## src/rtl/uart_byte_rx.sv

```systemverilog
// UART byte receiver: start, 8 data bits LSB first, even parity, stop; reports parity/framing errors.
// Optional build macro UART_RX_MAJORITY_EN enables a 3-sample majority vote around mid-bit.
module uart_byte_rx #(
  parameter int unsigned SYNC_STAGES = 2
) (
  input  logic       Clk,
  input  logic       Rst_n,
  input  logic [2:0] baud_set,
  input  logic       Rs232_Rx,
  output logic [7:0] data_byte,
  output logic       Rx_Done,
  output logic       Parity_Err,
  output logic       Frame_Err,
  output logic       uart_state
);

  localparam int unsigned CNT_W  = 16;
  localparam int unsigned DATA_W = 8;
  localparam int unsigned IDX_W  = 4;

  typedef enum logic [2:0] {
    IDLE   = 3'd0,
    START  = 3'd1,
    DATA   = 3'd2,
    PARITY = 3'd3,
    STOP   = 3'd4
  } state_t;

  state_t                   state_q, state_d;
  logic [SYNC_STAGES-1:0]   sync_q;
  logic                     rx_prev_q;
  logic [CNT_W-1:0]         dr_q, dr_d;
  logic [CNT_W-1:0]         div_cnt_q, div_cnt_d;
  logic [IDX_W-1:0]         bit_idx_q, bit_idx_d;
  logic [DATA_W-1:0]        shift_q, shift_d;
  logic                     p_rx_q, p_rx_d;
  logic [DATA_W-1:0]        data_q, data_d;
  logic                     done_q, done_d;
  logic                     perr_q, perr_d;
  logic                     ferr_q, ferr_d;
  logic                     busy_q, busy_d;

  logic                     rx_s;
  logic                     rx_ahead;
  logic                     start_edge;
  logic [CNT_W-1:0]         mid;
  logic                     at_mid;
  logic                     wrap;
  logic                     bit_val;
  logic [CNT_W-1:0]         baud_dr;

  // rx_ahead is the value rx_s takes next cycle, so the decision can register at mid
  // and become visible exactly when div_cnt reaches mid+1.
  assign rx_s       = sync_q[SYNC_STAGES-1];
  assign rx_ahead   = sync_q[SYNC_STAGES-2];
  assign start_edge = rx_prev_q & ~rx_s;
  assign mid        = dr_q >> 1;
  assign at_mid     = (div_cnt_q == mid);
  assign wrap       = (div_cnt_q == dr_q);

`ifdef UART_RX_MAJORITY_EN
  logic s_m1_q, s_m1_d;

  assign s_m1_d  = (div_cnt_q == (mid - CNT_W'(1))) ? rx_s : s_m1_q;
  assign bit_val = (s_m1_q & rx_s) | (s_m1_q & rx_ahead) | (rx_s & rx_ahead);

  always_ff @(posedge Clk or negedge Rst_n) begin
    if (!Rst_n) s_m1_q <= 1'b1;
    else        s_m1_q <= s_m1_d;
  end
`else
  assign bit_val = rx_ahead;
`endif

  // Bit-period divisor shared with the transmitter's baud_set encoding.
  always_comb begin
    case (baud_set)
      3'd0:    baud_dr = CNT_W'(5207);
      3'd1:    baud_dr = CNT_W'(2603);
      3'd2:    baud_dr = CNT_W'(1301);
      3'd3:    baud_dr = CNT_W'(867);
      3'd4:    baud_dr = CNT_W'(433);
      default: baud_dr = CNT_W'(5207);
    endcase
  end

  always_ff @(posedge Clk or negedge Rst_n) begin
    if (!Rst_n) begin
      state_q   <= IDLE;
      sync_q    <= '1;
      rx_prev_q <= 1'b1;
      dr_q      <= CNT_W'(5207);
      div_cnt_q <= '0;
      bit_idx_q <= '0;
      shift_q   <= '0;
      p_rx_q    <= 1'b0;
      data_q    <= '0;
      done_q    <= 1'b0;
      perr_q    <= 1'b0;
      ferr_q    <= 1'b0;
      busy_q    <= 1'b0;
    end else begin
      state_q   <= state_d;
      sync_q    <= {sync_q[SYNC_STAGES-2:0], Rs232_Rx};
      rx_prev_q <= rx_s;
      dr_q      <= dr_d;
      div_cnt_q <= div_cnt_d;
      bit_idx_q <= bit_idx_d;
      shift_q   <= shift_d;
      p_rx_q    <= p_rx_d;
      data_q    <= data_d;
      done_q    <= done_d;
      perr_q    <= perr_d;
      ferr_q    <= ferr_d;
      busy_q    <= busy_d;
    end
  end

  always_comb begin
    state_d   = state_q;
    dr_d      = dr_q;
    div_cnt_d = div_cnt_q;
    bit_idx_d = bit_idx_q;
    shift_d   = shift_q;
    p_rx_d    = p_rx_q;
    data_d    = data_q;
    done_d    = 1'b0;
    perr_d    = perr_q;
    ferr_d    = ferr_q;
    busy_d    = busy_q;

    if (state_q != IDLE) begin
      div_cnt_d = wrap ? '0 : div_cnt_q + CNT_W'(1);
    end

    case (state_q)
      IDLE: begin
        dr_d = baud_dr;
        if (start_edge) begin
          div_cnt_d = '0;
          bit_idx_d = '0;
          busy_d    = 1'b1;
          state_d   = START;
        end
      end
      START: begin
        if (at_mid && bit_val) begin
          busy_d  = 1'b0;
          state_d = IDLE;
        end else if (wrap) begin
          state_d = DATA;
        end
      end
      DATA: begin
        if (at_mid) begin
          shift_d = {bit_val, shift_q[DATA_W-1:1]};
        end
        if (wrap) begin
          if (bit_idx_q == IDX_W'(DATA_W - 1)) begin
            state_d = PARITY;
          end else begin
            bit_idx_d = bit_idx_q + IDX_W'(1);
          end
        end
      end
      PARITY: begin
        if (at_mid) begin
          p_rx_d = bit_val;
        end
        if (wrap) begin
          state_d = STOP;
        end
      end
      STOP: begin
        // Return to IDLE at mid-stop so a back-to-back start bit is not missed.
        if (at_mid) begin
          done_d  = 1'b1;
          data_d  = shift_q;
          perr_d  = p_rx_q ^ (^shift_q);
          ferr_d  = ~bit_val;
          busy_d  = 1'b0;
          state_d = IDLE;
        end
      end
      default: begin
        busy_d  = 1'b0;
        state_d = IDLE;
      end
    endcase
  end

  assign data_byte  = data_q;
  assign Rx_Done    = done_q;
  assign Parity_Err = perr_q;
  assign Frame_Err  = ferr_q;
  assign uart_state = busy_q;

endmodule

```

## config.mk

```make
export PLATFORM = sky130hd
export DESIGN_NAME = uart_byte_rx
export DESIGN_NICKNAME = d
export VERILOG_FILES = /design/src/rtl/uart_byte_rx.sv
export SDC_FILE = /design/constraint.sdc
export NUM_CORES = 1
export LEC_CHECK = 0
export BUFFER_PORTS_ARGS = -buffer_cell sky130_fd_sc_hd__buf_2
export CAP_MARGIN = 0
export CORE_ASPECT_RATIO = 1.4
export CORE_UTILIZATION = 59
export DETAILED_ROUTE_END_ITERATION = 16
export PLACE_DENSITY_LB_ADDON = 0.25
export SYNTH_ARGS = -nofsm -noshare
export SYNTH_HDL_FRONTEND = slang
export SYNTH_SLANG_ARGS = --single-unit
export TNS_END_PERCENT = 50
```

## constraint.sdc

```tcl
create_clock -name Clk -period 2.8 [get_ports Clk]
set_clock_uncertainty 0.1 [all_clocks]
set_input_delay 0.28 -clock Clk [delete_from_list [all_inputs] [get_ports Clk]]
set_output_delay 0.28 -clock Clk [all_outputs]
set_load 0.03 [all_outputs]
```

==> results of run 1 <==
-- layout by cell type (no fill, tap or decap), types with 4 or more instances in the layout --
cell                        n
sky130_fd_sc_hd__buf_2     17
sky130_fd_sc_hd__nor3_1    10
sky130_fd_sc_hd__dfrtp_1   49
sky130_fd_sc_hd__mux2_2    11
sky130_fd_sc_hd__nand4_1    7
sky130_fd_sc_hd__dfstp_2    8
sky130_fd_sc_hd__a22o_1     4
sky130_fd_sc_hd__mux2_4     5
sky130_fd_sc_hd__xor2_1    16
sky130_fd_sc_hd__nand2_1   28
sky130_fd_sc_hd__a21o_1     8
sky130_fd_sc_hd__xnor2_1   20
sky130_fd_sc_hd__nand3_1    9
sky130_fd_sc_hd__buf_4      7
sky130_fd_sc_hd__nor2_1    26
sky130_fd_sc_hd__or3_1      4
sky130_fd_sc_hd__inv_1      5
sky130_fd_sc_hd__clkbuf_8  10
sky130_fd_sc_hd__o21ai_0   22
-- repair_timing --
action | 4_1_cts | 5_1_grt
setup endpoints to repair | 0 | 0
endpoints found under the hold margin | 15 | 0
hold buffers | 2 | 0
-- sequential cells by signal (all words and copies together), names as in the netlist --
signal and flops:
Rx_Done 1, p_rx_q 1, Parity_Err 1, uart_state 1, data_byte 8, div_cnt_q 16, Frame_Err 1, dr_q 10
shift_q 8, sync_q 2, bit_idx_q 4, state_q 3, rx_prev_q 1
-- cell type report --
| class | count | area, um2 |
|---|---|---|
| Timing Repair Buffer | 26 | 158 |
| Multi-Input combinational cell | 210 | 1420 |
| Sequential cell | 57 | 1440 |
| Inverter | 5 | 18.8 |
| Tap cell | 64 | 80.1 |
| Clock inverter | 5 | 78.8 |
| Clock buffer | 11 | 141 |
| Fill cell | 367 | 1510 |
-- kinds of logic (layout without fill, tap and decap cells) --
family,after synthesis,count (layout)
AOI/OAI and AO/OA,53,53
xor gates and xnor gates,36,36
adders and majority gates,2,2
buffers and inverters,22,47
DFF,57,57
muxes,17,17
and+or+nand+nor,102,102
-- synth_stat cells (all sizes together) (3+ instances only) --
cell type and instances:
dfrtp 49, nand2 28, nor2 27, o21ai 24
xnor2 20, mux2 16, xor2 16, buf 12
nor3 10, nand3 9, a21o 8, dfstp 8
nand4 8, clkbuf 5, inv 5, a21oi 4
a22o 4, or3 4, and3 3, nand2b 3
o211ai 3, o31ai 3, or2 3
-- power by group --
part           internal [mW]  switching, mW
clock network          0.524          0.323
registers              0.981          0.207
logic                  0.300          0.335
total                   1.81          0.866
-- per-stage QoR --
stage,total power [mW],util
global route,2.81,0.688
global placement,1.81,0.638
detailed placement,1.83,0.638
CTS,2.69,0.688
floorplan,1.67,-
finish,2.67,0.688
-- worst max-delay path, cell delays in order, from the launching register on --
cell and delay (ns):
sky130_fd_sc_hd__dfrtp_1 0.47, sky130_fd_sc_hd__xor2_1 0.21, sky130_fd_sc_hd__nor4_2 0.35, sky130_fd_sc_hd__nand4_2 0.26, sky130_fd_sc_hd__or2_1 0.51, sky130_fd_sc_hd__mux2_4 0.38
-- per-layer routing --
metal | up-vias | global-route usage | routed length, um
li1 | 1049 | - | -
met1 | 1034 | 0.296 | 2500
met2 | 34 | 0.411 | 3030
met3 | 16 | 0.0739 | 206
met4 | 0 | 0.121 | 138
met5 | - | 0 | 0
-- path summary, 6_finish.rpt --
kind	from	to	cells past startpoint
min in group asynchronous	Rst_n	dr_q[5]	2
worst min register to register	sync_q[1]	rx_prev_q	0
worst max register to register	div_cnt_q[3]	data_byte[6]	5
max in group asynchronous	Rst_n	rx_prev_q	3
worst min-delay path	baud_set[1]	dr_q[11]	2
worst max-delay path	div_cnt_q[3]	data_byte[6]	5
==> flow_summary.html, run 1 <==
<table>
<tr><th>Metric</th><th>Value</th></tr>
<tr><th colspan="2">Drt</th></tr>
<tr><td>Total DRC errors in the routed layout</td><td>0</td></tr>
<tr><td>Via density per instance</td><td>5.64</td></tr>
<tr><td>Initial DRT Pass Iterations</td><td>4</td></tr>
<tr><td>Final ANT Viol Nets</td><td>0</td></tr>
<tr><td>Average wire per standard cell</td><td>around 16 um</td></tr>
<tr><td>Total vias in the final route</td><td>around 2.1k</td></tr>
<tr><td>Initial DRC count</td><td>roughly 160</td></tr>
<tr><td>Wire length reported by the detailed router</td><td>5870 um</td></tr>
<tr><th colspan="2">Critical path</th></tr>
<tr><td>Worst Path Max Fanout</td><td>13</td></tr>
<tr><td>Startpoint Class</td><td>flop</td></tr>
<tr><td>Arrival time worst endpoint</td><td>~2.5 ns</td></tr>
<tr><td>Endpoint required time on the critical path</td><td>~3 ns</td></tr>
<tr><td>Critical path type</td><td>reg2reg</td></tr>
<tr><td>Crit path capture type</td><td>flop</td></tr>
<tr><td>Setup slack, reg-to-reg</td><td>0.41 ns</td></tr>
<tr><th colspan="2">Cells and area</th></tr>
<tr><td>Final Instance Area</td><td>3330 um2</td></tr>
<tr><td>Number of cells in the finished layout apart from fillers</td><td>approximately 380</td></tr>
<tr><td>Final-stage net count</td><td>317</td></tr>
<tr><td>Share of cells above drive strength 1</td><td>0.229</td></tr>
<tr><td>Layout area overhead</td><td>11.8%</td></tr>
<tr><td>Number of inserted diodes</td><td>0</td></tr>
<tr><th colspan="2">Floorplan</th></tr>
<tr><td>Y dimension of the die</td><td>86.1 um</td></tr>
<tr><td>Row Count</td><td>30</td></tr>
<tr><td>IO Pins</td><td>18</td></tr>
<tr><td>Placeable core area</td><td>4840 um2</td></tr>
<tr><td>Die Outline Area</td><td>~5300 um2</td></tr>
<tr><td>Starting density of the core</td><td>0.615</td></tr>
<tr><td>Horizontal die dimension</td><td>between 60 and 70 um</td></tr>
<tr><th colspan="2">Timing</th></tr>
<tr><td>Total negative slack for setup checks</td><td>0 ns</td></tr>
<tr><td>Hold slack final</td><td>between 0.1 and 0.15 ns</td></tr>
<tr><td>Worst setup slack after layout</td><td>around 0.4 ns</td></tr>
<tr><td>Headroom to the max-slew limit</td><td>0.472</td></tr>
<tr><td>Number of hold violations in the final report</td><td>0</td></tr>
<tr><td>Fin crit share</td><td>0.855</td></tr>
<tr><td>Maximum frequency from static timing analysis</td><td>~420 MHz</td></tr>
<tr><td>Final setup fails</td><td>0</td></tr>
<tr><td>Max-slew violation total from the final report</td><td>0</td></tr>
<tr><td>Final worst path period need</td><td>between 2 and 2.5 ns</td></tr>
<tr><td>Worst Max-Slew Pin Slew</td><td>about 0.79 ns</td></tr>
<tr><td>Setup repair after global routing missed its margin</td><td>false</td></tr>
<tr><th colspan="2">Place</th></tr>
<tr><td>Total half-perimeter wirelength after legalization and detailed placement</td><td>4120 um</td></tr>
<tr><td>Post-detailed-placement cell area</td><td>about 3100 um2</td></tr>
<tr><td>Instance count after placement with tap cells included</td><td>between 300 and 400</td></tr>
<tr><td>Pre-CTS WS</td><td>approximately 0.42 ns</td></tr>
<tr><td>Port Buffers</td><td>17</td></tr>
<tr><td>Gpl congestion</td><td>between 0.8 and 0.9</td></tr>
<tr><th colspan="2">Synth</th></tr>
<tr><td>Post-Synthesis Cells</td><td>between 200 and 300</td></tr>
<tr><td>Synthesized flop and latch total</td><td>57</td></tr>
<tr><td>Share of synthesized area spent on multiplexers</td><td>0.0701</td></tr>
<tr><td>Most used flip-flop cell after synthesis</td><td>sky130_fd_sc_hd__dfrtp_1</td></tr>
<tr><td>Library cell with the largest summed area after synthesis</td><td>sky130_fd_sc_hd__dfrtp_1</td></tr>
<tr><td>Dominant cells by area after synthesis</td><td>sky130_fd_sc_hd__dfrtp_1, sky130_fd_sc_hd__dfstp_2, sky130_fd_sc_hd__xnor2_1</td></tr>
<tr><td>Combined area of all synthesized cells</td><td>2980 um2</td></tr>
<tr><td>Area share of the leading cell type in the synthesized netlist</td><td>0.412</td></tr>
<tr><td>Unique cell type count in the Yosys netlist</td><td>47</td></tr>
<tr><td>Post-synthesis compound-gate area fraction</td><td>0.121</td></tr>
<tr><td>Post-synthesis share of cell area spent on xor and xnor gates</td><td>0.106</td></tr>
<tr><td>Largest family of logic cells by synthesized area</td><td>simple AND/OR/NAND/NOR gates</td></tr>
<tr><td>Warnings from Yosys</td><td>0</td></tr>
<tr><td>Adder-cell area share of the yosys netlist</td><td>0.00840</td></tr>
<tr><td>Proportion of synthesized chip area in sequential cells</td><td>0.482</td></tr>
<tr><td>Fraction of the mapped netlist area in simple logic gates</td><td>0.171</td></tr>
<tr><td>Count of flip-flops with a built-in enable after synthesis</td><td>0</td></tr>
<tr><td>Share of async-settable or async-resettable flops after synthesis</td><td>1.00</td></tr>
<tr><td>Post-synthesis area per instance</td><td>approximately 10 um2</td></tr>
<tr><td>Post-synth net total</td><td>roughly 300</td></tr>
<tr><th colspan="2">GRT</th></tr>
<tr><td>Vias in the first global route</td><td>around 2.1k</td></tr>
<tr><td>Remaining global-route overflow</td><td>0</td></tr>
<tr><td>Wire length of the first global-routing pass</td><td>a little under 10000 um</td></tr>
<tr><td>Initial antenna violation count</td><td>0</td></tr>
<tr><td>GRT Overall Usage</td><td>0.253</td></tr>
<tr><td>Pin count of the biggest net entering global routing</td><td>25</td></tr>
<tr><th colspan="2">Pwr</th></tr>
<tr><td>Peak supply drop</td><td>roughly 0.45 mV</td></tr>
<tr><td>Leakage power total</td><td>between 1.5 and 2 nW</td></tr>
<tr><td>Power per cell area</td><td>~800 nW/um2</td></tr>
<tr><th colspan="2">CTS</th></tr>
<tr><td>Root buf cell</td><td>sky130_fd_sc_hd__clkbuf_8</td></tr>
<tr><td>Clock buffer depth</td><td>2</td></tr>
<tr><td># H-tree levels</td><td>3</td></tr>
<tr><td>Post_cts resized</td><td>0</td></tr>
<tr><td>Number of clock sinks</td><td>57</td></tr>
<tr><td>Clock transition at the registers of the reported paths</td><td>~0.07 ns</td></tr>
<tr><td>Worst skew pair latency</td><td>approximately 0.34 ns</td></tr>
<tr><td>Total clock buffers created by CTS</td><td>9</td></tr>
<tr><td>Clock tree from TritonCTS</td><td>yes</td></tr>
<tr><td>Post-CTS repair timing setup buffer count</td><td>0</td></tr>
<tr><th colspan="2">Job</th></tr>
<tr><td>Max Cap Violations</td><td>0</td></tr>
<tr><th colspan="2">Status</th></tr>
<tr><td>Outcome</td><td>complete, no violations</td></tr>
<tr><th colspan="2">Min path</th></tr>
<tr><td>Hold crit path type</td><td>in2reg</td></tr>
</table>
No activity file was read; power rests on OpenSTA's default activity.
==> run 2, diff against run 1 <==
==> constraint.sdc (replaced) <==
create_clock -name Clk -period 2.4 [get_ports Clk]
set_clock_uncertainty 0.1 [all_clocks]
set_input_delay 0.24 -clock Clk [delete_from_list [all_inputs] [get_ports Clk]]
set_output_delay 0.24 -clock Clk [all_outputs]
set_load 0.03 [all_outputs]
==> run 2 against run 1 <==
Via count up 4.0%. Wire length up 3.8%. Critical endpoint is now state_q[0]. Utilization up 1.7 points. Critical path type unchanged. First-iteration DRC count down 15%. Largest power group unchanged.
==> flow_summary.html, run 2 (synthesis results as in run 1) <==
<table>
<tr><th>Metric</th><th>Value</th></tr>
<tr><th colspan="2">Cells and area</th></tr>
<tr><td>Number of cells in the finished layout apart from fillers</td><td>roughly 390</td></tr>
<tr><td>Number of inserted diodes</td><td>0</td></tr>
<tr><td>Most frequent standard cell in the layout excluding fill and tap cells</td><td>sky130_fd_sc_hd__dfrtp_1</td></tr>
<tr><td>Final-stage net count</td><td>about 330</td></tr>
<tr><td>FILL cells</td><td>roughly 360</td></tr>
<tr><td>Reg with most FFs</td><td>div_cnt_q</td></tr>
<tr><td>Share of cells above drive strength 1</td><td>0.265</td></tr>
<tr><td>Area used by multi-input combinational logic</td><td>around 1400 um2</td></tr>
<tr><td>Layout area overhead</td><td>14.6%</td></tr>
<tr><td>Number of flip-flops under the largest register name</td><td>16</td></tr>
<tr><td>Most frequent cells in the layout</td><td>sky130_fd_sc_hd__dfrtp_1, sky130_fd_sc_hd__nand2_1, sky130_fd_sc_hd__nor2_1</td></tr>
<tr><td>Storage cell area</td><td>between 1000 and 1500 um2</td></tr>
<tr><td>Largest registers</td><td>div_cnt_q x16, dr_q x10</td></tr>
<tr><td>Final core utilization</td><td>0.705</td></tr>
<tr><th colspan="2">GRT</th></tr>
<tr><td>Global-route track usage on met2</td><td>0.429</td></tr>
<tr><td>Vias in the first global route</td><td>about 2.2k</td></tr>
<tr><td>Remaining global-route overflow</td><td>0</td></tr>
<tr><td>Initial antenna violation count</td><td>0</td></tr>
<tr><td>Pin count of the biggest net entering global routing</td><td>25</td></tr>
<tr><td>Gr busiest metal</td><td>met2</td></tr>
<tr><td>Met1 Usage GRT</td><td>0.311</td></tr>
<tr><td>GRT Overall Usage</td><td>0.265</td></tr>
<tr><td>Met3 usage in global routing</td><td>0.0649</td></tr>
<tr><td>Wire length of the first global-routing pass</td><td>between 10000 and 15000 um</td></tr>
<tr><th colspan="2">Critical path</th></tr>
<tr><td>Cells along the critical path</td><td>xor2_1 &gt; nor4_2 &gt; nand4_2 &gt; buf_4 &gt; a31oi_1 &gt; or3b_1 &gt; a21oi_1</td></tr>
<tr><td>Endpoint required time on the critical path</td><td>roughly 2.6 ns</td></tr>
<tr><td>Critical path type</td><td>reg2reg</td></tr>
<tr><td>Arrival time worst endpoint</td><td>between 2 and 2.5 ns</td></tr>
<tr><td>Crit path max-delay family</td><td>simple AND/OR/NAND/NOR gates</td></tr>
<tr><td>Worst Path Max Fanout</td><td>7</td></tr>
<tr><td>Startpoint Class</td><td>flop</td></tr>
<tr><td>Slowest stage cell on the critical path</td><td>sky130_fd_sc_hd__dfrtp_1</td></tr>
<tr><td>Crit path capture type</td><td>flop</td></tr>
<tr><td>Number of buffers and inverters on the critical path</td><td>1</td></tr>
<tr><td>Biggest cell delay along the critical path</td><td>between 0.4 and 0.5 ns</td></tr>
<tr><th colspan="2">CTS</th></tr>
<tr><td>Clock transition at the registers of the reported paths</td><td>~0.070 ns</td></tr>
<tr><td>Number of clock sinks</td><td>between 50 and 60</td></tr>
<tr><td>Clock tree from TritonCTS</td><td>yes</td></tr>
<tr><td>Post-CTS repair timing setup buffer count</td><td>0</td></tr>
<tr><td># H-tree levels</td><td>3</td></tr>
<tr><td>Total clock buffers created by CTS</td><td>9</td></tr>
<tr><td>Worst skew pair latency</td><td>0.34 ns</td></tr>
<tr><td>Clock buffer depth</td><td>2</td></tr>
<tr><td>Root buf cell</td><td>sky130_fd_sc_hd__clkbuf_8</td></tr>
<tr><th colspan="2">Job</th></tr>
<tr><td>Max Cap Violations</td><td>0</td></tr>
<tr><th colspan="2">Pwr</th></tr>
<tr><td>Comb pwr share</td><td>0.269</td></tr>
<tr><td>Post-route total power</td><td>between 3 and 4 mW</td></tr>
<tr><td>Switching power as a share of total power</td><td>0.333</td></tr>
<tr><td>Clock network power share</td><td>0.297</td></tr>
<tr><td>Power per cell area</td><td>908 nW/um2</td></tr>
<tr><td>Leakage power total</td><td>roughly 1.6 nW</td></tr>
<tr><td>Net switching power figure</td><td>1.03 mW</td></tr>
<tr><td>Int Pwr</td><td>about 2.1 mW</td></tr>
<tr><td>Peak supply drop</td><td>0.597 mV</td></tr>
<tr><td>Portion of total power attributed to sequential cells</td><td>0.435</td></tr>
<tr><th colspan="2">Timing</th></tr>
<tr><td>Headroom to the max-slew limit</td><td>0.567</td></tr>
<tr><td>Worst Max-Slew Pin Slew</td><td>roughly 0.65 ns</td></tr>
<tr><td>Maximum frequency from static timing analysis</td><td>between 400 and 500 MHz</td></tr>
<tr><td>Final setup fails</td><td>0</td></tr>
<tr><td>Total negative slack for setup checks</td><td>0 ns</td></tr>
<tr><td>Setup repair after global routing missed its margin</td><td>false</td></tr>
<tr><td>Number of hold violations in the final report</td><td>0</td></tr>
<tr><td>Fin crit share</td><td>0.946</td></tr>
<tr><td>Final worst path period need</td><td>~2.3 ns</td></tr>
<tr><td>Max-slew violation total from the final report</td><td>0</td></tr>
<tr><th colspan="2">Floorplan</th></tr>
<tr><td>Die Outline Area</td><td>~5300 um2</td></tr>
<tr><td>Placeable core area</td><td>around 4800 um2</td></tr>
<tr><td>IO Pins</td><td>18</td></tr>
<tr><td>Starting density of the core</td><td>0.615</td></tr>
<tr><td>Y dimension of the die</td><td>~86 um</td></tr>
<tr><td>Horizontal die dimension</td><td>62.1 um</td></tr>
<tr><td>Row Count</td><td>30</td></tr>
<tr><th colspan="2">Min path</th></tr>
<tr><td>Hold crit path type</td><td>in2reg</td></tr>
<tr><th colspan="2">Drt</th></tr>
<tr><td>Wire length reported by the detailed router</td><td>6090 um</td></tr>
<tr><td>Initial DRC count</td><td>between 100 and 150</td></tr>
<tr><td>Initial DRT Pass Iterations</td><td>5</td></tr>
<tr><td>Total DRC errors in the routed layout</td><td>0</td></tr>
<tr><td>Average wire per standard cell</td><td>between 15 and 20 um</td></tr>
<tr><td>Final ANT Viol Nets</td><td>0</td></tr>
<tr><td>Total vias in the final route</td><td>about 2.2k</td></tr>
<tr><td>Via density per instance</td><td>5.72</td></tr>
<tr><th colspan="2">Place</th></tr>
<tr><td>Gpl congestion</td><td>roughly 0.84</td></tr>
<tr><td>Total half-perimeter wirelength after legalization and detailed placement</td><td>about 4400 um</td></tr>
<tr><td>Port Buffers</td><td>17</td></tr>
<tr><td>Instance count after placement with tap cells included</td><td>370</td></tr>
<tr><th colspan="2">Status</th></tr>
<tr><td>Outcome</td><td>complete, no violations</td></tr>
</table>
[run 2: area by class of cell]
class,instances,share of cell area
Tap cell,64,0.0235
Multi-Input combinational cell,210,0.418
Sequential cell,57,0.421
Clock buffer,11,0.0443
Timing Repair Buffer,36,0.0718
Clock inverter,5,0.0158
Inverter,5,0.00550
[run 2: through the flow]
stage,hold WS (ns),worst slack (ns),area [um2]
2_1_floorplan,-0.156,0.244,2980
3_3_place_gp,0.154,0.0922,3180
3_5_place_dp,0.154,0.0421,3180
4_1_cts,0.0696,0.0418,3400
5_1_grt,0.0692,0.0365,3410
6_report,0.0672,0.130,3410
[run 2: final timing paths]
kind                                    from            to  slack (ns)  cells after the start
worst max-delay path            div_cnt_q[4]    state_q[0]        0.13                      7
worst min-delay path             baud_set[1]      dr_q[11]        0.07                      2
worst max register to register  div_cnt_q[4]    state_q[0]        0.13                      7
worst min register to register     sync_q[1]     rx_prev_q        0.27                      0
max in group asynchronous              Rst_n      dr_q[12]        1.21                      3
min in group asynchronous              Rst_n  div_cnt_q[0]        0.30                      2
[run 2: layer usage]
layer / share of wire / up-vias
met5: 0 / -
met4: 0.027 / 0
met3: 0.040 / 14
met2: 0.53 / 58
met1: 0.40 / 1085
li1: - / 1062
[run 2: power groups by stage]
stage,sequential (mW),clock (mW),combinational (mW)
6_report,1.35,0.919,0.833
4_1_cts,1.35,0.929,0.828
5_1_grt,1.37,0.968,0.938
3_3_place_gp,1.36,0,0.793
3_5_place_dp,1.37,0,0.815
2_1_floorplan,1.31,0,0.645
[run 2: repair_timing]
item | in CTS | in global routing
hold buffers | 2 | 0
setup endpoints to repair | 0 | 12
gates resized for setup | 0 | 3
hold endpoints to repair | 19 | 0
[run 2: worst register-to-register path: cells and delay by family, from the launching register on]
family	cells	cell delay [ns]
and+or+nand+nor	3	0.90
DFF	1	0.47
AOI/OAI and AO/OA	2	0.32
xor gates and xnor gates	1	0.20
buffers and inverters	1	0.20
